--- src/rtl/rdcntrl_queues_pkg.sv ---
// Shared widths, depths, entry layouts and the TMR majority voter for the
// CFEB read-control queueing core.
package rdcntrl_queues_pkg;

    localparam int BLK_W   = 4;
    localparam int L1P_W   = 8;
    localparam int L1AN_W  = 6;
    localparam int T_DEPTH = 3;
    localparam int N_DEPTH = 8;

    typedef struct packed {
        logic              lct_ph;
        logic              dlscafull;
        logic              scnd_blk;
        logic              scnd_sh;
        logic [BLK_W-1:0]  blk;
        logic [L1P_W-1:0]  l1p;
    } trig_entry_t;

    typedef struct packed {
        logic              phase;
        logic [L1AN_W-1:0] l1an;
    } num_entry_t;

    localparam int T_WIDTH = $bits(trig_entry_t);
    localparam int N_WIDTH = $bits(num_entry_t);

    // Bitwise 2-of-3 majority; callers zero-extend into and truncate out of 32 bits.
    function automatic logic [31:0] vote3(input logic [31:0] a, input logic [31:0] b,
                                          input logic [31:0] c);
        return (a & b) | (a & c) | (b & c);
    endfunction

endpackage

--- src/rtl/rdcntrl_queues_if.sv ---
// Push/pop, status and head-entry signals between the trigger/match logic,
// the readout state machine and the queueing core.
interface rdcntrl_queues_if;
    import rdcntrl_queues_pkg::*;

    logic              L1A;
    logic              T_PUSH, T_CEW, T_POP, T_CER;
    logic              LCT_PH_IN, DLSCAFULL, SCND_BLK_IN, SCND_SH_IN;
    logic [BLK_W-1:0]  BLKIN;
    logic [L1P_W-1:0]  L1PIN;
    logic              T_EMPTY, T_FULL;
    logic              LCT_PH_OUT, DGSCAFULL, SCND_BLK_OUT, SCND_SH_OUT;
    logic [BLK_W-1:0]  BLKOUT;
    logic [L1P_W-1:0]  L1POUT, NL1ABLK;
    logic              N_PUSH, N_POP, L1A_PHASE;
    logic [L1AN_W-1:0] L1A_CNT, L1ANUM;
    logic              N_EMPTY, N_FULL, L1A_PHASE_OUT;

    modport master (
        output L1A, T_PUSH, T_CEW, T_POP, T_CER,
               LCT_PH_IN, DLSCAFULL, SCND_BLK_IN, SCND_SH_IN, BLKIN, L1PIN,
               N_PUSH, N_POP, L1A_PHASE,
        input  T_EMPTY, T_FULL, LCT_PH_OUT, DGSCAFULL, SCND_BLK_OUT, SCND_SH_OUT,
               BLKOUT, L1POUT, NL1ABLK, L1A_CNT, N_EMPTY, N_FULL, L1A_PHASE_OUT, L1ANUM
    );

    modport slave (
        input  L1A, T_PUSH, T_CEW, T_POP, T_CER,
               LCT_PH_IN, DLSCAFULL, SCND_BLK_IN, SCND_SH_IN, BLKIN, L1PIN,
               N_PUSH, N_POP, L1A_PHASE,
        output T_EMPTY, T_FULL, LCT_PH_OUT, DGSCAFULL, SCND_BLK_OUT, SCND_SH_OUT,
               BLKOUT, L1POUT, NL1ABLK, L1A_CNT, N_EMPTY, N_FULL, L1A_PHASE_OUT, L1ANUM
    );

endinterface

--- src/rtl/rdcntrl_queues_sync_fifo.sv ---
// First-word-fall-through FIFO with counted occupancy, wrapping pointers, a
// registered head word that holds the last-read value when empty, and optional TMR.
module sync_fifo
    import rdcntrl_queues_pkg::*;
#(
    parameter int DEPTH = 3,
    parameter int WIDTH = 16,
    parameter bit TMR   = 1'b0
) (
    input  logic             CLK,
    input  logic             RST,
    input  logic             wr_req,
    input  logic             rd_req,
    input  logic [WIDTH-1:0] din,
    output logic [WIDTH-1:0] dout,
    output logic             empty,
    output logic             full
);
    localparam int NC    = TMR ? 3 : 1;
    localparam int PTR_W = $clog2(DEPTH);
    localparam int CNT_W = $clog2(DEPTH + 1);

    logic [PTR_W-1:0] wr_ptr_q [NC];
    logic [PTR_W-1:0] rd_ptr_q [NC];
    logic [CNT_W-1:0] cnt_q    [NC];
    logic [WIDTH-1:0] dout_q   [NC];
    logic [WIDTH-1:0] mem_q    [NC][DEPTH];

    logic [PTR_W-1:0] wr_ptr, rd_ptr, wr_ptr_inc, rd_ptr_inc;
    logic [CNT_W-1:0] cnt, cnt_n;
    logic [WIDTH-1:0] dout_n;
    logic [WIDTH-1:0] mem [DEPTH];
    logic             wr, rd;

    generate
        if (TMR) begin : g_vote
            assign wr_ptr = PTR_W'(vote3(32'(wr_ptr_q[0]), 32'(wr_ptr_q[1]), 32'(wr_ptr_q[2])));
            assign rd_ptr = PTR_W'(vote3(32'(rd_ptr_q[0]), 32'(rd_ptr_q[1]), 32'(rd_ptr_q[2])));
            assign cnt    = CNT_W'(vote3(32'(cnt_q[0]), 32'(cnt_q[1]), 32'(cnt_q[2])));
            assign dout   = WIDTH'(vote3(32'(dout_q[0]), 32'(dout_q[1]), 32'(dout_q[2])));
            for (genvar i = 0; i < DEPTH; i++) begin : g_mem
                assign mem[i] = WIDTH'(vote3(32'(mem_q[0][i]), 32'(mem_q[1][i]), 32'(mem_q[2][i])));
            end
        end else begin : g_plain
            assign wr_ptr = wr_ptr_q[0];
            assign rd_ptr = rd_ptr_q[0];
            assign cnt    = cnt_q[0];
            assign dout   = dout_q[0];
            for (genvar i = 0; i < DEPTH; i++) begin : g_mem
                assign mem[i] = mem_q[0][i];
            end
        end
    endgenerate

    assign empty = (cnt == '0);
    assign full  = (cnt == CNT_W'(DEPTH));
    assign rd    = rd_req & ~empty;
    // A read frees the slot in the same edge, so a full FIFO still takes a paired write.
    assign wr    = wr_req & (~full | rd);

    // NOTE: every always_comb target gets a default first so no latch is inferred.
    always_comb begin
        wr_ptr_inc = (wr_ptr == PTR_W'(DEPTH - 1)) ? '0 : wr_ptr + PTR_W'(1);
        rd_ptr_inc = (rd_ptr == PTR_W'(DEPTH - 1)) ? '0 : rd_ptr + PTR_W'(1);
        cnt_n      = cnt;
        if (wr && !rd)      cnt_n = cnt + CNT_W'(1);
        else if (rd && !wr) cnt_n = cnt - CNT_W'(1);
        dout_n     = dout;
        if (wr && (empty || (rd && cnt == CNT_W'(1)))) dout_n = din;
        else if (rd && cnt > CNT_W'(1))                dout_n = mem[rd_ptr_inc];
    end

    // NOTE: state uses non-blocking assignments so every copy samples pre-edge values.
    always_ff @(posedge CLK or posedge RST) begin
        if (RST) begin
            for (int c = 0; c < NC; c++) begin
                wr_ptr_q[c] <= '0;
                rd_ptr_q[c] <= '0;
                cnt_q[c]    <= '0;
                dout_q[c]   <= '0;
            end
        end else begin
            for (int c = 0; c < NC; c++) begin
                if (wr) wr_ptr_q[c] <= wr_ptr_inc;
                if (rd) rd_ptr_q[c] <= rd_ptr_inc;
                cnt_q[c]  <= cnt_n;
                dout_q[c] <= dout_n;
            end
        end
    end

    // NOTE: storage is not reset; the occupancy count and head register gate its use.
    always_ff @(posedge CLK) begin
        for (int c = 0; c < NC; c++) begin
            if (wr) mem_q[c][wr_ptr] <= din;
        end
    end

endmodule

--- src/rtl/rdcntrl_queues.sv ---
// Read-control queueing core: L1A event counter, 3-entry trigger-block FIFO
// and 8-entry L1A-number FIFO between trigger/match logic and readout FSM.
module rdcntrl_queues
    import rdcntrl_queues_pkg::*;
#(
    parameter bit TMR = 1'b0
) (
    input logic             CLK,
    input logic             RST,
    rdcntrl_queues_if.slave bus
);
    localparam int NC = TMR ? 3 : 1;

    logic [L1AN_W-1:0] cnt_q   [NC];
    logic [L1AN_W-1:0] dl1an_q [NC];
    logic [L1AN_W-1:0] l1a_cnt, dl1an;
    trig_entry_t       t_din, t_dout;
    num_entry_t        n_din, n_dout;

    generate
        if (TMR) begin : g_vote
            assign l1a_cnt = L1AN_W'(vote3(32'(cnt_q[0]), 32'(cnt_q[1]), 32'(cnt_q[2])));
            assign dl1an   = L1AN_W'(vote3(32'(dl1an_q[0]), 32'(dl1an_q[1]), 32'(dl1an_q[2])));
        end else begin : g_plain
            assign l1a_cnt = cnt_q[0];
            assign dl1an   = dl1an_q[0];
        end
    endgenerate

    // DL1AN trails the counter by one edge and is what gets queued as the L1A number.
    always_ff @(posedge CLK or posedge RST) begin
        if (RST) begin
            for (int c = 0; c < NC; c++) begin
                cnt_q[c]   <= '0;
                dl1an_q[c] <= '0;
            end
        end else begin
            for (int c = 0; c < NC; c++) begin
                cnt_q[c]   <= bus.L1A ? l1a_cnt + L1AN_W'(1) : l1a_cnt;
                dl1an_q[c] <= l1a_cnt;
            end
        end
    end

    assign t_din = {bus.LCT_PH_IN, bus.DLSCAFULL, bus.SCND_BLK_IN, bus.SCND_SH_IN,
                    bus.BLKIN, bus.L1PIN};
    assign n_din = {bus.L1A_PHASE, dl1an};

    sync_fifo #(.DEPTH(T_DEPTH), .WIDTH(T_WIDTH), .TMR(TMR)) u_trig_fifo (
        .CLK    (CLK),
        .RST    (RST),
        .wr_req (bus.T_PUSH & bus.T_CEW),
        .rd_req (bus.T_POP & bus.T_CER),
        .din    (t_din),
        .dout   (t_dout),
        .empty  (bus.T_EMPTY),
        .full   (bus.T_FULL)
    );

    sync_fifo #(.DEPTH(N_DEPTH), .WIDTH(N_WIDTH), .TMR(TMR)) u_num_fifo (
        .CLK    (CLK),
        .RST    (RST),
        .wr_req (bus.N_PUSH),
        .rd_req (bus.N_POP),
        .din    (n_din),
        .dout   (n_dout),
        .empty  (bus.N_EMPTY),
        .full   (bus.N_FULL)
    );

    assign bus.L1A_CNT       = l1a_cnt;
    assign bus.LCT_PH_OUT    = t_dout.lct_ph;
    assign bus.DGSCAFULL     = t_dout.dlscafull;
    assign bus.SCND_BLK_OUT  = t_dout.scnd_blk;
    assign bus.SCND_SH_OUT   = t_dout.scnd_sh;
    assign bus.BLKOUT        = t_dout.blk;
    assign bus.L1POUT        = t_dout.l1p;
    assign bus.NL1ABLK       = ~t_dout.l1p;
    assign bus.L1A_PHASE_OUT = n_dout.phase;
    assign bus.L1ANUM        = n_dout.l1an;

endmodule

--- src/flat_wrapper.sv ---
// flat-port wrapper written by rule: the top's interface ports become plain ports
module rdcntrl_queues_flat import rdcntrl_queues_pkg::*;
#(
    parameter bit TMR = 1'b0
)
  (CLK, RST, bus_L1A, bus_T_PUSH, bus_T_CEW, bus_T_POP, bus_T_CER, bus_LCT_PH_IN, bus_DLSCAFULL, bus_SCND_BLK_IN, bus_SCND_SH_IN, bus_BLKIN, bus_L1PIN, bus_N_PUSH, bus_N_POP, bus_L1A_PHASE, bus_T_EMPTY, bus_T_FULL, bus_LCT_PH_OUT, bus_DGSCAFULL, bus_SCND_BLK_OUT, bus_SCND_SH_OUT, bus_BLKOUT, bus_L1POUT, bus_NL1ABLK, bus_L1A_CNT, bus_N_EMPTY, bus_N_FULL, bus_L1A_PHASE_OUT, bus_L1ANUM);
  rdcntrl_queues_if bus_i ();
  input logic CLK;
  input logic RST;
  input wire logic [$bits(bus_i.L1A)-1:0] bus_L1A;
  input wire logic [$bits(bus_i.T_PUSH)-1:0] bus_T_PUSH;
  input wire logic [$bits(bus_i.T_CEW)-1:0] bus_T_CEW;
  input wire logic [$bits(bus_i.T_POP)-1:0] bus_T_POP;
  input wire logic [$bits(bus_i.T_CER)-1:0] bus_T_CER;
  input wire logic [$bits(bus_i.LCT_PH_IN)-1:0] bus_LCT_PH_IN;
  input wire logic [$bits(bus_i.DLSCAFULL)-1:0] bus_DLSCAFULL;
  input wire logic [$bits(bus_i.SCND_BLK_IN)-1:0] bus_SCND_BLK_IN;
  input wire logic [$bits(bus_i.SCND_SH_IN)-1:0] bus_SCND_SH_IN;
  input wire logic [$bits(bus_i.BLKIN)-1:0] bus_BLKIN;
  input wire logic [$bits(bus_i.L1PIN)-1:0] bus_L1PIN;
  input wire logic [$bits(bus_i.N_PUSH)-1:0] bus_N_PUSH;
  input wire logic [$bits(bus_i.N_POP)-1:0] bus_N_POP;
  input wire logic [$bits(bus_i.L1A_PHASE)-1:0] bus_L1A_PHASE;
  output wire logic [$bits(bus_i.T_EMPTY)-1:0] bus_T_EMPTY;
  output wire logic [$bits(bus_i.T_FULL)-1:0] bus_T_FULL;
  output wire logic [$bits(bus_i.LCT_PH_OUT)-1:0] bus_LCT_PH_OUT;
  output wire logic [$bits(bus_i.DGSCAFULL)-1:0] bus_DGSCAFULL;
  output wire logic [$bits(bus_i.SCND_BLK_OUT)-1:0] bus_SCND_BLK_OUT;
  output wire logic [$bits(bus_i.SCND_SH_OUT)-1:0] bus_SCND_SH_OUT;
  output wire logic [$bits(bus_i.BLKOUT)-1:0] bus_BLKOUT;
  output wire logic [$bits(bus_i.L1POUT)-1:0] bus_L1POUT;
  output wire logic [$bits(bus_i.NL1ABLK)-1:0] bus_NL1ABLK;
  output wire logic [$bits(bus_i.L1A_CNT)-1:0] bus_L1A_CNT;
  output wire logic [$bits(bus_i.N_EMPTY)-1:0] bus_N_EMPTY;
  output wire logic [$bits(bus_i.N_FULL)-1:0] bus_N_FULL;
  output wire logic [$bits(bus_i.L1A_PHASE_OUT)-1:0] bus_L1A_PHASE_OUT;
  output wire logic [$bits(bus_i.L1ANUM)-1:0] bus_L1ANUM;
  assign bus_i.L1A = bus_L1A;
  assign bus_i.T_PUSH = bus_T_PUSH;
  assign bus_i.T_CEW = bus_T_CEW;
  assign bus_i.T_POP = bus_T_POP;
  assign bus_i.T_CER = bus_T_CER;
  assign bus_i.LCT_PH_IN = bus_LCT_PH_IN;
  assign bus_i.DLSCAFULL = bus_DLSCAFULL;
  assign bus_i.SCND_BLK_IN = bus_SCND_BLK_IN;
  assign bus_i.SCND_SH_IN = bus_SCND_SH_IN;
  assign bus_i.BLKIN = bus_BLKIN;
  assign bus_i.L1PIN = bus_L1PIN;
  assign bus_i.N_PUSH = bus_N_PUSH;
  assign bus_i.N_POP = bus_N_POP;
  assign bus_i.L1A_PHASE = bus_L1A_PHASE;
  assign bus_T_EMPTY = bus_i.T_EMPTY;
  assign bus_T_FULL = bus_i.T_FULL;
  assign bus_LCT_PH_OUT = bus_i.LCT_PH_OUT;
  assign bus_DGSCAFULL = bus_i.DGSCAFULL;
  assign bus_SCND_BLK_OUT = bus_i.SCND_BLK_OUT;
  assign bus_SCND_SH_OUT = bus_i.SCND_SH_OUT;
  assign bus_BLKOUT = bus_i.BLKOUT;
  assign bus_L1POUT = bus_i.L1POUT;
  assign bus_NL1ABLK = bus_i.NL1ABLK;
  assign bus_L1A_CNT = bus_i.L1A_CNT;
  assign bus_N_EMPTY = bus_i.N_EMPTY;
  assign bus_N_FULL = bus_i.N_FULL;
  assign bus_L1A_PHASE_OUT = bus_i.L1A_PHASE_OUT;
  assign bus_L1ANUM = bus_i.L1ANUM;
  rdcntrl_queues #(.TMR(TMR)) u_core (.CLK(CLK), .RST(RST), .bus(bus_i));
endmodule
--- config.mk ---
export PLATFORM = sky130hd
export DESIGN_NAME = rdcntrl_queues_flat
export DESIGN_NICKNAME = d
export VERILOG_FILES = /design/src/rtl/rdcntrl_queues_pkg.sv /design/src/rtl/rdcntrl_queues_if.sv /design/src/rtl/rdcntrl_queues_sync_fifo.sv /design/src/rtl/rdcntrl_queues.sv /design/src/flat_wrapper.sv
export SDC_FILE = /design/constraint.sdc
export NUM_CORES = 1
export LEC_CHECK = 0
export BUFFER_PORTS_ARGS = -buffer_cell sky130_fd_sc_hd__buf_2
export CORE_MARGIN = 2
export CORE_UTILIZATION = 50
export DETAILED_ROUTE_END_ITERATION = 7
export PLACE_DENSITY = 0.79
export SYNTH_ARGS = -nofsm -noshare
export SYNTH_HDL_FRONTEND = slang
export SYNTH_SLANG_ARGS = --single-unit
--- constraint.sdc ---
create_clock -name CLK -period 3.5 [get_ports CLK]
set_clock_uncertainty 0.05 [all_clocks]
set_input_delay 0.7 -clock CLK [delete_from_list [all_inputs] [get_ports CLK]]
set_output_delay 0.7 -clock CLK [all_outputs]
set_load 0.01 [all_outputs]
==> run metrics, run 1 <==
outcome=finished, final reports clean; clock latency on the worst-skew pair=0.42 ns; Req. time, crit path=3.81 ns; main combinational cell family by area after synthesis=compound AO/OA/AOI/OAI gates; relative slew slack=28.08%; Rows=41; Clock Pin Slew Worst Setup and Hold Paths=0.06 ns; 1st-iter DRT viols=324; Hold Vio Cnt, Final=0; clock root cell=clkbuf_16; Core ar.=12520 um^2; count of cell types in the netlist=45; Synth Area in Compound Gates=11.69%; post-synth top area cell=edfxtp_1; Post-Synth Adder-Cell Area=2.554%; CTS resizes=0; DIE HEIGHT=116.9 um; TritonCTS clock tree=built; reg-to-reg endpoint=u_core.u_num_fifo.dout[6]; global route overflow=0; Max Fclk=0.3667 GHz; post-synth top area share=49.03%; n_diodes=0; register area share after synthesis=69.06%; maxcap violations=0; synth top area cells=edfxtp_1 (49%), dfrtp_1 (20%), mux2i_1 (3.5%), ha_1 (2.6%), o221ai_1 (2.3%); Reg2Reg Setup Slack=0.77 ns; # IOs=67; vias per cell=5.508; Slew Limit Fails=0; Yosys reg bits=155; DRC=0; FF-to-FF path depth=6; CP endpoint kind=flip-flop; Critical Path Fanout Max=28; via count=3894; antenna violations before repair=0; simple-gate share of the synthesized area=6.993%; commonest non-fill, non-tap cell in the layout=edfxtp_1; Hold Worst Slack=0.2738 ns; Net Count, Synth=481; Post-CTS Setup Inserts=0; syn avg cell area=14.41 um^2; post-synthesis mux area share=5.048%; Cell Pwr Density=921.8 nW/um^2; Die X=116.9 um; NetSw=2.431 mW; WL final=12380 um; RSZ-0062 raised after global routing=no; Sequential Power Share=43.1%; CTS max path bufs=2; largest net degree at the start of global routing=35; Hold Path Class=primary input to asynchronous set/reset pin; detailed placer's ending HPWL=8204 um; Post-Synth XOR/XNOR Area=1.512%; Synth async-reset ratio=32.90%; synthesized instance count=442; Int Power=4.465 mW; switching share of power=35.25%; Routed WL per cell=17.51 um; share of total power in combinational logic=30.9%; Pleak=2.976 nW; TNS Setup=0 ns; Arr. time, crit path=3.04 ns; # hold bufs at CTS=0; Layout Nets=561; DRT antenna net count=0; worst-margin pin slew=1.079 ns; first-pass GRT wire length=19750 um; Final Wtd Congestion=0.8554; ratio of cells with drive above 1 in the final layout=22.99%; critical path launch point type=flip-flop; CTS buffer count=17; Clock power frac=25.9%; IO Port Bufs=66; CTS Sinks=155; fraction of the cycle the final worst path needs=77.92%; most frequent cells in the layout=edfxtp_1 (104), buf_2 (66), dfrtp_1 (51); Peak VDD IR=0.0004807 V; Syn-to-layout area delta=17.44%; fill count=964; number of global-route vias before repair=3932; die area=13660 um^2; Post-synth top flop=edfxtp_1; worst reg2reg startpoint=u_core.u_num_fifo.rd_ptr[0]; H-tree levels=4; number of flops mapped to enable cells by yosys=104; Mapped Area=6370 um^2; Initial Util=50.89%; crit path kind=flip-flop to flip-flop; Pre-antenna DRT Iters=4; post-layout min period=2.727 ns; All-Layer GR Usage=19.58%; Setup-failing EPs final=0; synth warn=0
==> cells by family (layout without fill, tap and decap cells) <==
kind of cell / Yosys count / after routing
compound gates: 98 / 98
xor+xnor: 11 / 11
fa+ha+maj: 13 / 13
buf+inv: 41 / 134
flops: 155 / 155
mux: 30 / 30
simple gates: 94 / 94
==> area by class of cell <==
class | count | area, um^2 | area share [%]
multi-input cells | 246 | 1780 | 23.80
repair buffers | 77 | 412.9 | 5.519
clock buffers | 17 | 425.4 | 5.687
flip-flops and latches | 155 | 4399 | 58.81
inverters | 25 | 93.84 | 1.254
well taps | 172 | 215.2 | 2.877
clock inverters | 15 | 153.9 | 2.057
==> how the worst max path moves through the flow <==
stage	depth (start not counted)	startpoint	to	slack [ns]
after floorplan	5	u_core.u_trig_fifo.cnt[1]	u_core.u_trig_fifo.mem_q[0][0]	0.63
after global placement	6	u_core.u_num_fifo.rd_ptr[0]	u_core.u_num_fifo.dout[2]	0.95
after detailed placement	6	u_core.u_num_fifo.rd_ptr[0]	u_core.u_num_fifo.dout[5]	0.81
after CTS	6	u_core.u_num_fifo.rd_ptr[0]	u_core.u_num_fifo.dout[5]	0.79
after global routing	6	u_core.u_num_fifo.rd_ptr[0]	u_core.u_num_fifo.dout[5]	0.51
final	6	u_core.u_num_fifo.rd_ptr[0]	u_core.u_num_fifo.dout[6]	0.77
==> worst max-delay path, stage by stage, from the launching register on <==
cell and delay [ns]:
dfrtp_1 0.39, ha_1 0.20, ha_1 0.44, nor2_4 0.70
mux2i_1 0.18, a2111oi_0 0.48, a221o_1 0.22
==> power groups by stage <==
| stage | clock [mW] | sequential, mW | combinational, mW |
|---|---|---|---|
| floorplan | 0 | 2.89 | 1.55 |
| global placement | 0 | 2.98 | 2.06 |
| detailed placement | 0 | 3.01 | 2.13 |
| CTS | 1.83 | 2.98 | 2.15 |
| global route | 1.91 | 3.05 | 2.36 |
| finish | 1.79 | 2.97 | 2.13 |
==> layer usage <==
metal	track usage [%]	wire, um	up-vias
met3	5.767	660	23
met2	32.56	6241	112
met4	8.471	225	0
met5	0	0	-
met1	23.95	5256	1918
li1	-	-	1841
==> Yosys cell counts, types with 6 or more instances <==
| library cell | count |
|---|---|
| inv_1 | 24 |
| dfrtp_1 | 51 |
| a21oi_1 | 18 |
| nor3_1 | 6 |
| o21a_1 | 19 |
| nor2_1 | 27 |
| edfxtp_1 | 104 |
| ha_1 | 13 |
| nand2_1 | 36 |
| a221o_1 | 6 |
| xor2_1 | 6 |
| buf_2 | 7 |
| a211oi_1 | 18 |
| o221ai_1 | 17 |
| mux2i_1 | 22 |
| and3_1 | 6 |
==> stage by stage <==
stage	setup slack, ns	power, mW	util (%)	cell area (um^2)	std cells
6_report	0.7727	6.896	59.77	7481	707
5_1_grt	0.5071	7.326	59.77	7481	707
4_1_cts	0.7869	6.954	59.77	7481	707
3_5_place_dp	0.8147	5.147	55.14	6902	675
3_3_place_gp	0.9453	5.044	55.14	6902	675
2_1_floorplan	0.6298	4.442	-	6370	442
==> flip-flops by register name, summed over array words and instances, names as in the netlist <==
signal                     count
u_core.bus.L1A_CNT             6
u_core.dl1an                   6
u_core.u_num_fifo.cnt          4
u_core.u_num_fifo.dout         7
u_core.u_num_fifo.mem_q       56
u_core.u_num_fifo.rd_ptr       3
u_core.u_num_fifo.wr_ptr       3
u_core.u_trig_fifo.cnt         2
u_core.u_trig_fifo.dout       16
u_core.u_trig_fifo.mem_q      48
u_core.u_trig_fifo.rd_ptr      2
u_core.u_trig_fifo.wr_ptr      2
(Power assumes the default switching activity.)
==> inputs of run 2 (changes only) <==
--- a/config.mk
+++ b/config.mk
@@ -9,7 +9,7 @@
 export CORE_MARGIN = 2
 export CORE_UTILIZATION = 50
 export DETAILED_ROUTE_END_ITERATION = 7
-export PLACE_DENSITY = 0.79
+export PLACE_DENSITY = 0.81
 export SYNTH_ARGS = -nofsm -noshare
 export SYNTH_HDL_FRONTEND = slang
 export SYNTH_SLANG_ARGS = --single-unit
==> constraint.sdc (replaced) <==
create_clock -name CLK -period 2.4 [get_ports CLK]
set_clock_uncertainty 0.05 [all_clocks]
set_input_delay 0.48 -clock CLK [delete_from_list [all_inputs] [get_ports CLK]]
set_output_delay 0.48 -clock CLK [all_outputs]
set_load 0.01 [all_outputs]
==> run 2 against run 1 <==
Worst hold slack lost 0.051 ns. Sequential share of layout area shrank 1.6 points. First-iteration DRC count shrank 13%. Non-clock buffer count grew 15. Clock power grew 56%. Setup slack lost 0.61 ns. Register-to-register slack lost 0.61 ns. Critical path depth grew 3. Routed wire length grew 3.3%. Combinational power grew 63%. Utilization grew 1.6 points. Critical path type unchanged.
==> run metrics, run 2 (same netlist as run 1, synthesis figures left out) <==
outcome=finished, final reports clean (unchanged); worst reg2reg startpoint=u_core.u_num_fifo.cnt[1] (was u_core.u_num_fifo.rd_ptr[0]); Arr. time, crit path=2.52 ns (was 3.04 ns); Peak VDD IR=0.0007472 V (was 0.0004807 V); largest net degree at the start of global routing=35 (unchanged); M1 wire length=5449 um (was 5256 um); CTS buffer count=17 (unchanged); fraction of the cycle the final worst path needs=93.03% (was 77.92%); number of global-route vias before repair=4081 (was 3932); maxcap violations=0 (unchanged); critical path launch point type=flip-flop (unchanged); wire length on met3=630 um (was 660 um); Die X=116.9 um (unchanged); Post-Place Worst Slack=0.1311 ns (was 0.8147 ns); relative slew slack=45.08% (was 28.08%); Rows=41 (unchanged); FF-to-FF path depth=9 (was 6); All-Layer GR Usage=20.26% (was 19.58%); via count=3955 (was 3894); total power=10.45 mW (was 6.896 mW); fin worst setup slack=0.1673 ns (was 0.7727 ns); Largest Register=u_core.u_num_fifo.mem_q (unchanged); Hold Path Origin=bus_L1PIN[2]; Hold Vio Cnt, Final=0 (unchanged); die area=13660 um^2 (unchanged); clock latency on the worst-skew pair=0.42 ns (about the same); Sequential Power Share=40.0% (was 43.1%); DRT antenna net count=0 (unchanged); WL final=12790 um (was 12380 um); IO Port Bufs=66 (unchanged); # IOs=67 (unchanged); clock root cell=clkbuf_16 (unchanged); 1st-iter DRT viols=283 (was 324); Hold Path Class=primary input to flip-flop (was primary input to asynchronous set/reset pin); Layout Nets=576 (was 561); first-pass GRT wire length=20740 um (was 19750 um); Syn-to-layout area delta=20.64% (was 17.44%); crit path from=u_core.u_num_fifo.cnt[1] (was u_core.u_num_fifo.rd_ptr[0]); CTS max path bufs=2 (unchanged); area post-placement=7019 um^2 (was 6902 um^2); share of total power in combinational logic=33.3% (was 30.9%); max FFs per register=56 (unchanged); Clock Pin Slew Worst Setup and Hold Paths=0.06 ns (about the same); Req. time, crit path=2.69 ns (was 3.81 ns); utilization after layout=61.40% (was 59.77%); detailed placer's ending HPWL=8446 um (was 8204 um); commonest non-fill, non-tap cell in the layout=edfxtp_1 (unchanged); Setup-failing EPs final=0 (unchanged); Hold Worst Slack=0.2232 ns (was 0.2738 ns); post-layout min period=2.233 ns (was 2.727 ns); worst hold path cell count=1; Int Power=6.918 mW (was 4.465 mW); routed wl met2=6615 um (was 6241 um); Non-Filler Instances=722 (was 707); Cell Pwr Density=1360 nW/um^2 (was 921.8 nW/um^2); Critical Path Fanout Max=5 (was 28); max layer used=met4 (unchanged); worst-margin pin slew=0.8168 ns (was 1.079 ns); final instance area=7685 um^2 (was 7481 um^2); Reg2Reg Setup Slack=0.17 ns (was 0.77 ns); TNS Setup=0 ns (unchanged); Initial Util=50.89% (unchanged); n_diodes=0 (unchanged); vias per cell=5.478 (was 5.508); DIE HEIGHT=116.9 um (unchanged); Max Fclk=0.4479 GHz (was 0.3667 GHz); ratio of cells with drive above 1 in the final layout=25.45% (was 22.99%); most frequent cells in the layout=edfxtp_1 (104), buf_2 (66), dfrtp_1 (51) (unchanged); Core ar.=12520 um^2 (unchanged); Hold Path Sink=u_core.u_trig_fifo.mem_q[0][2]; reg-to-reg endpoint=u_core.u_num_fifo.cnt[3] (was u_core.u_num_fifo.dout[6]); antenna violations before repair=0 (unchanged); Pre-antenna DRT Iters=4 (unchanged); placed cell count=687 (was 675); crit path kind=flip-flop to flip-flop (unchanged); global route overflow=0 (unchanged); CTS Sinks=155 (unchanged); H-tree levels=4 (unchanged); Clock power frac=26.7% (was 25.9%); Slew Limit Fails=0 (unchanged); Routed WL per cell=17.72 um (was 17.51 um); DRC=0 (unchanged); NetSw=3.532 mW (was 2.431 mW); switching share of power=33.80% (was 35.25%); Pleak=3.069 nW (was 2.976 nW); TritonCTS clock tree=built (unchanged); CP endpoint kind=flip-flop (unchanged); Final Wtd Congestion=0.8021 (was 0.8554)
-- run 2: cell count changes in the layout (fill, tap and decap cells not counted), sizes merged --
cell | previous run | this run
inv | 33 | 25
clkinv | 4 | 8
bufinv | 1 | 4
dlygate4sd3 | 0 | 1
clkinvlp | 2 | 3
buf | 77 | 91
-- run 2: critical path: stages, from the launching register on --
cell      delay [ns]
dfrtp_1         0.43
inv_2           0.10
ha_4            0.15
nand3b_1        0.12
o21ai_2         0.21
inv_2           0.08
ha_1            0.21
or4_1           0.49
a21oi_2         0.16
xor2_1          0.15
-- run 2: repair_timing --
action	in CTS	in global routing
hold buffers	1	0
endpoints found under the setup margin	0	1
endpoints found under the hold margin	1	0
buffers inserted	0	2
gates resized for setup	0	5
-- run 2: final cells by class --
class	instances	area, um^2
Clock inverter	15	198.9
Tap cell	172	215.2
Clock buffer	17	425.4
Sequential cell	155	4399
Multi-Input combinational cell	246	1799
Fill cell	973	4832
Inverter	25	93.84
Timing Repair Buffer	92	553.0
-- run 2: layer usage --
layer | track usage, % | up-vias
met5 | 0 | -
met4 | 6.824 | 0
met3 | 5.767 | 13
met2 | 34.64 | 107
met1 | 24.94 | 1971
li1 | - | 1864
-- run 2: power groups by stage --
stage	combinational, mW	clock [mW]	sequential, mW
final	3.48	2.79	4.18
after global routing	3.85	2.95	4.27
after CTS	3.45	2.83	4.19
after detailed placement	3.41	0	4.23
after global placement	3.27	0	4.17
after floorplan	2.26	0	4.22
-- run 2: worst max path at each step --
stage	depth (start not counted)	slack [ns]	endpoint
6_report	9	0.17	u_core.u_num_fifo.cnt[3]
5_1_grt	9	-0.006	u_core.u_num_fifo.cnt[3]
4_1_cts	9	0.09	u_core.u_num_fifo.cnt[3]
3_5_place_dp	9	0.13	u_core.u_num_fifo.cnt[3]
3_3_place_gp	9	0.23	u_core.u_num_fifo.cnt[3]
2_1_floorplan	9	0.06	u_core.u_num_fifo.cnt[3]
